**config.mk**
```make
export PLATFORM = sky130hd
export DESIGN_NAME = cnn_axi_mst
export DESIGN_NICKNAME = d
export VERILOG_FILES = /design/src/rtl/cnn_axi_mst.sv
export SDC_FILE = /design/constraint.sdc
export NUM_CORES = 1
export LEC_CHECK = 0
export CAP_MARGIN = 20
export CORE_AREA = 10 10 136 138
export DETAILED_ROUTE_END_ITERATION = 16
export DIE_AREA = 0 0 146 148
export GPL_TIMING_DRIVEN = 0
export PLACE_DENSITY = 0.84
export SKIP_CTS_REPAIR_TIMING = 1
export SLEW_MARGIN = 5
export SYNTH_ARGS = -nofsm -noshare
export SYNTH_HDL_FRONTEND = slang
export SYNTH_SLANG_ARGS = --single-unit
```
**constraint.sdc**
```tcl
create_clock -name clk -period 3.3 [get_ports clk]
set_input_delay 0.825 -clock clk [delete_from_list [all_inputs] [get_ports clk]]
set_output_delay 0.825 -clock clk [all_outputs]
set_load 0.05 [all_outputs]
```
**src/rtl/cnn_axi_mst.sv**
```systemverilog
// cnn_axi_mst: AXI3 single-burst initiator (command -> AR/R or AW/W/B); define CNN_AXI_MST_TIMEOUT_EN for a 16-bit stall watchdog
module cnn_axi_mst #(
  parameter int DATA_WIDTH   = 32,
  parameter int ADDR_WIDTH   = 32,
  parameter int ID_MAX_WIDTH = 12,
  parameter int MST_ID       = 0
) (
  input  logic                    clk,
  input  logic                    rst_n,
  input  logic                    cmd_valid,
  output logic                    cmd_ready,
  input  logic                    cmd_wr,
  input  logic [ADDR_WIDTH-1:0]   cmd_addr,
  input  logic [3:0]              cmd_len,
  input  logic [DATA_WIDTH-1:0]   wd_data,
  input  logic                    wd_valid,
  output logic                    wd_ready,
  output logic [DATA_WIDTH-1:0]   rd_data,
  output logic                    rd_valid,
  output logic                    rd_last,
  output logic                    done,
  output logic [1:0]              done_resp,
  output logic [ID_MAX_WIDTH-1:0] arid,
  output logic [ADDR_WIDTH-1:0]   araddr,
  output logic [3:0]              arlen,
  output logic [2:0]              arsize,
  output logic [1:0]              arbrust,
  output logic                    arvalid,
  input  logic                    arready,
  input  logic [ID_MAX_WIDTH-1:0] rid,
  input  logic [DATA_WIDTH-1:0]   rdata,
  input  logic [1:0]              rresp,
  input  logic                    rlast,
  input  logic                    ruser,
  input  logic                    rvalid,
  output logic                    rready,
  output logic [ID_MAX_WIDTH-1:0] awid,
  output logic [ADDR_WIDTH-1:0]   awaddr,
  output logic [3:0]              awlen,
  output logic [2:0]              awsize,
  output logic [1:0]              awbrust,
  output logic                    awvalid,
  input  logic                    awready,
  output logic [ID_MAX_WIDTH-1:0] wid,
  output logic [DATA_WIDTH-1:0]   wdata,
  output logic [DATA_WIDTH/8-1:0] wstrb,
  output logic                    wlast,
  output logic                    wvalid,
  input  logic                    wready,
  input  logic [ID_MAX_WIDTH-1:0] bid,
  input  logic [1:0]              bresp,
  input  logic                    buser,
  input  logic                    bvalid,
  output logic                    bready,
  output logic [1:0]              arlock,
  output logic [3:0]              arcache,
  output logic [2:0]              arprot,
  output logic [3:0]              arqos,
  output logic [3:0]              arregion,
  output logic [1:0]              awlock,
  output logic [3:0]              awcache,
  output logic [2:0]              awprot,
  output logic [3:0]              awqos
);
  localparam logic [ID_MAX_WIDTH-1:0] ID = ID_MAX_WIDTH'(MST_ID);
  localparam logic [2:0] SIZE = 3'($clog2(DATA_WIDTH/8));
  typedef enum logic [2:0] {IDLE, RD_ADDR, RD_DATA, WR_ADDR, WR_DATA, WR_RESP, DONE} state_t;
  state_t state, nxt;
  logic [ADDR_WIDTH-1:0] addr_q;
  logic [3:0] len_q, cnt;
  logic [1:0] acc;
  logic start, arhs, awhs, rbeat, wbeat, bbeat, hs, tmo, unused;
  function automatic logic [1:0] worst(input logic [1:0] a, input logic [1:0] b);
    return a > b ? a : b;
  endfunction
  assign unused = ^{ruser, buser};
  assign {arid, awid, wid} = {ID, ID, ID};
  assign {araddr, awaddr, arlen, awlen} = {addr_q, addr_q, len_q, len_q};
  assign {arsize, awsize, arbrust, awbrust} = {SIZE, SIZE, 2'b01, 2'b01};
  assign wstrb = '1;
  assign wdata = wd_data;
  assign {arlock, arcache, arprot, arqos, arregion} = '0;
  assign {awlock, awcache, awprot, awqos} = '0;
  assign start = state == IDLE && cmd_valid && cmd_ready;
  assign arhs  = !tmo && state == RD_ADDR && arready;
  assign awhs  = !tmo && state == WR_ADDR && awready;
  assign rbeat = !tmo && state == RD_DATA && rvalid;
  assign wbeat = !tmo && state == WR_DATA && wd_valid && wready;
  assign bbeat = !tmo && state == WR_RESP && bvalid;
  assign hs    = arhs || awhs || rbeat || wbeat || bbeat;
`ifdef CNN_AXI_MST_TIMEOUT_EN
  logic [15:0] wdog;
  assign tmo = wdog == 16'hFFFF;
  // stall watchdog: cleared by any handshake or outside an active burst
  always_ff @(posedge clk or negedge rst_n)
    if (!rst_n) wdog <= '0;
    else wdog <= (state == IDLE || state == DONE || hs) ? '0 : wdog + 16'd1;
`else
  assign tmo = 1'b0;
`endif
  // state register
  always_ff @(posedge clk or negedge rst_n)
    if (!rst_n) state <= IDLE;
    else state <= nxt;
  // next state and channel handshake outputs; a watchdog expiry drops everything and ends the command
  always_comb begin
    nxt = state;
    {arvalid, rready, awvalid, wvalid, wd_ready, wlast, bready, done} = '0;
    done_resp = 2'b00;
    case (state)
      IDLE:    nxt = start ? (cmd_wr ? WR_ADDR : RD_ADDR) : IDLE;
      RD_ADDR: begin arvalid = !tmo; nxt = arhs ? RD_DATA : RD_ADDR; end
      RD_DATA: begin rready = !tmo; nxt = rbeat && rlast ? DONE : RD_DATA; end
      WR_ADDR: begin awvalid = !tmo; nxt = awhs ? WR_DATA : WR_ADDR; end
      WR_DATA: begin
        wvalid = wd_valid && !tmo;
        wd_ready = wready && !tmo;
        wlast = cnt == len_q;
        nxt = wbeat && wlast ? WR_RESP : WR_DATA;
      end
      WR_RESP: begin bready = !tmo; nxt = bbeat ? DONE : WR_RESP; end
      DONE:    begin done = 1'b1; done_resp = acc; nxt = IDLE; end
      default: nxt = IDLE;
    endcase
    nxt = tmo ? DONE : nxt;
  end
  // command latch, beat counter, worst-response accumulator and registered read stream
  always_ff @(posedge clk or negedge rst_n)
    if (!rst_n) begin
      {cmd_ready, addr_q, len_q, cnt, acc} <= '0;
      {rd_data, rd_valid, rd_last} <= '0;
    end else begin
      cmd_ready <= nxt == IDLE;
      rd_valid <= rbeat;
      rd_last <= rbeat && rlast;
      if (rbeat) rd_data <= rdata;
      if (start) {addr_q, len_q} <= {cmd_addr, cmd_len};
      cnt <= start ? 4'd0 : (rbeat || wbeat) ? cnt + 4'd1 : cnt;
      if (start) acc <= 2'b00;
      else if (tmo) acc <= 2'b11;
      else if (rbeat) acc <= worst(worst(acc, rresp), (rlast != (cnt == len_q)) || rid != ID ? 2'b10 : 2'b00);
      else if (bbeat) acc <= worst(worst(acc, bresp), bid != ID ? 2'b10 : 2'b00);
    end
endmodule

```
## Word level (Yosys, flattened, before mapping)

Cells that the tools add are included.

- Flip-flop bits (word level): 80
- Input port bits: 141
- Word-level logic and storage cells: 68

- Add/subtract/negate cells: 1
- $lt $le $gt $ge: 4
- Equality and inequality tests: 8
- Multiplexer cells: 28
- Reduce and logical (&&, ||, !) cells: 18

Operators with widths:

| operator | number |
|---|---|
| $mux 2 | 14 |
| $reduce_bool 12->1 | 2 |
| $pmux 3 s6 | 1 |
| $logic_and 1x1->1 | 10 |
| $eq 3x3->1 const B | 3 |
| $mux 1 | 9 |
| $gt 2x2->1 | 4 |
| $mux 4 | 2 |
| $eq 3x2->1 const B | 2 |
| $logic_not 3->1 | 2 |
| $mux 3 | 2 |
| $add 4x1->4 const B | 1 |
| $eq 4x4->1 | 1 |
| $eq 3x1->1 const B | 1 |
| $reduce_bool 3->1 | 1 |
| $logic_or 1x1->1 | 2 |
| $reduce_bool 2->1 | 1 |
| $ne 1x1->1 | 1 |

## Longest topological paths before layout

- Word-level depth: 8
- Mapped depth: 9
- Gate-level depth less buffers: 9

## Worst setup path after synthesis

OpenSTA, ideal clock, no wires.

- Path type: reg-to-output
- Start point: reg state[2]
- End point: out arvalid
- Arrival time: 1,754 ps
- Required time: 2,475 ps
- Slack: 721 ps
- Cell stages (with the launch flop): 3
- Path buffers: 1
- Cells stage by stage: dfrtp_1 -> buf_2 -> nor3b_1

- Longest elaborated chain between the ends: 2

Ends and longest elaborated chain:

| what | RTL line | text |
|---|---|---|
| start: declaration | 68 | `state_t state, nxt;` |
| start signal: assignment | 104 | `else state <= nxt;` |
| $eq 3x1->1 | 110 | `case (state)` |
| $mux 1 | 110 |  |
| end: declaration | 28 | `output logic arvalid,` |

No other way between the ends.

## Final worst setup path

- Start point: in wd_valid
- End point: out wvalid

- Longest elaborated chain between the ends: 1

Ends and longest elaborated chain:

| what | RTL line | text |
|---|---|---|
| start: declaration | 16 | `input logic wd_valid,` |
| $mux 1 | 110 |  |
| end: declaration | 48 | `output logic wvalid,` |

No other way between the ends.

==> qor.txt <==
max cap viols -> 0
initial drt markers -> 102
initial core utilization -> 29.93%
drt first pass iters -> 4
IO Port Bufs -> 255
Setup violations, final -> 0
CP arrival -> 2400 ps
hpwl dp -> 15130 µm
setup ws final -> 70.75 ps
Peak VDD IR -> 0.4545 mV
clk_skew -> 7.254 ps
Die ar. -> 0.02161 mm²
row count -> 46
dpl ws -> 76.60 ps
Die W -> 146 µm
total power -> 0.008396 W
global-route wire length before repair -> 26250 µm
largest area contributor in the netlist -> dfrtp_1
status -> completed
Tcrit/Tclk final -> 97.86%
sequential area share after synthesis -> 42.56%
gpl congestion -> 0.8378
vias in the first global route -> 4661
maximum clock rate -> 309.7 MHz
worst r2r src -> arlen[1]
Ant. Diodes -> 0
Switching Share -> 51.89%
fraction of layout instances using a drive strength above 1 -> 19.63%
synthesis-stage register bit count -> 80
origin of the worst setup path -> wd_valid
wire length per cell -> 15.68 µm
clock buffer count from CTS -> 9
Final nets -> 1057
I/O pins -> 370
commonest non-fill, non-tap cells in the layout -> 254 x clkdlybuf4s50_1, 215 x nand2_1, 149 x buf_4
Least-Margin Pin Slew -> 609.8 ps
fill cell count -> 1436
post-route DRC violation count -> 0
clock-pin slew on the worst setup and hold paths -> 60 ps
Final ANT Viol Nets -> 0
fin. max-slew vios -> 0
Slew headroom -> 59.22%
crit end category -> output port
WHS -> 466.0 ps
Syn. warnings -> 0
CP most frequent cell -> clkdlybuf4s50_1
sequential share of power -> 21.1%
Slowest-stage cell, CP -> clkdlybuf4s50_1
Post-synth EDFFs -> 0
final core occ -> 52.01%
Leak -> 4.111 nW
Worst-Skew Late Latency -> 330 ps
global route total overflow -> 0
number of library cell types mapped by synthesis -> 49
clk root buf -> clkbuf_16
largest net degree at the start of global routing -> 43
synth-to-layout area growth -> 73.77%
P per Cell Area -> 1027 mW/mm²
mapped cell area -> 0.004703 mm²
net switching power -> 0.004357 W
Syn Inst Count -> 562
ys flop type -> dfrtp_1
Via Count -> 4514
Area contributors post-synth -> dfrtp_1 43%, buf_4 24%, nand2_1 17%, ha_1 2.4%, xnor2_1 0.93%
Die Y-Extent -> 148 µm
post-route minimum period -> 3229 ps
worst min-delay path class -> primary input to async pin
H-tree depth -> 3
Fin. Hold Viols -> 0
DRT Wirelength -> 17690 µm
asr flop ratio synth -> 100.0%
crit-path cells -> clkdlybuf4s50_1 > and3_1 > clkdlybuf4s50_1
crit start category -> primary input
post-synth top area share -> 42.56%
# clock sinks -> 80
TritonCTS clock tree -> yes
internal power -> 0.004039 W
antenna violations before repair -> 0
overall routing resource usage -> 15.34%
Avg Vias per Cell -> 4.002
critical path class -> primary input to output port
core area -> 0.01571 mm²
RSZ-0062 raised after global routing -> no
Crit path largest cell delay -> 870 ps
setup TNS -> 0 ps
CP max FO -> 3
Mapped Avg Cell Area -> 8.369 µm²
Req. time, crit path -> 2470 ps
combinational cell fraction of total power -> 65.4%
clock share of power -> 13.5%
maximum clock path buffer count -> 2
commonest non-fill, non-tap cell in the layout -> clkdlybuf4s50_1
-- flip-flops by register name, indices dropped and copies added (netlist names) --
register / cells
rd_data: 32
rd_valid: 1
arlen: 4
araddr: 32
cmd_ready: 1
rd_last: 1
state: 3
cnt: 4
acc: 2
-- layout make-up --
type | instances | area, µm² | area share [%]
well taps | 216 | 270.3 | 3.307
multi-input cells | 386 | 1777 | 21.74
repair buffers | 256 | 2570 | 31.45
plain buffers | 165 | 1184 | 14.48
clock inverters | 6 | 107.6 | 1.317
flip-flops and latches | 80 | 2002 | 24.49
clock buffers | 10 | 229.0 | 2.802
inverters | 9 | 33.78 | 0.4133
-- per-stage QoR --
step,cells,instance area [µm²]
6_report,1128,8173
3_3_place_gp,1111,7819
3_5_place_dp,1112,7836
5_1_grt,1128,8173
2_1_floorplan,640,4996
4_1_cts,1128,8173
-- worst max-delay path: cells and delay by family --
kind                   cells  cell delay (ps)
and+or+nand+nor            1              190
buffers and inverters      2             1380
-- synthesized netlist by cell type (4+ instances only) --
library cell    n
nand3_1         5
dfrtp_1        80
nand2b_1        4
nand2_1       215
o21ai_0         7
buf_4         148
xnor2_1         5
clkbuf_1        7
nor2_1          9
and3_1          4
buf_2           7
inv_1           8
a21oi_1         4
ha_1            9
nor2b_1         4
nor4_1          4
-- layer usage --
metal | global-route usage (%) | share of wire, % | vias to the layer above
li1 | - | - | 2231
met1 | 15.18 | 36 | 2049
met2 | 27.45 | 51 | 218
met3 | 8.211 | 12 | 16
met4 | 4.154 | 1.3 | 0
met5 | 0 | 0 | -
-- power groups by stage --
stage | clock (W) | combinational [W] | sequential [W]
6_report | 0.00113 | 0.00549 | 0.00177
5_1_grt | 0.00122 | 0.00579 | 0.00184
4_1_cts | 0.00116 | 0.00554 | 0.00178
3_5_place_dp | 0 | 0.00553 | 0.00180
3_3_place_gp | 0 | 0.00546 | 0.00177
2_1_floorplan | 0 | 0.00237 | 0.00310
-- path summary, 6_finish.rpt --
check	endpoint	slack, ps	depth (start not counted)
worst min-delay path	araddr[18]	470	1
worst min register to register	rd_data[31]	470	2
worst max-delay path	wvalid	70	3
worst max register to register	acc[1]	890	9
max in group asynchronous	rd_data[3]	2220	2
min in group clk	rd_data[31]	470	2
-- kinds of logic after synthesis --
kind of cell | Yosys count | synth area share [%]
adders and majority gates | 9 | 2.394
and+or+nand+nor | 262 | 23.28
buffers and inverters | 174 | 25.88
DFF | 80 | 42.56
other | 2 | 0.1597
muxes | 1 | 0.2394
AOI/OAI and AO/OA | 28 | 4.363
xor gates and xnor gates | 6 | 1.117
Power figures use the tool's default switching activity.
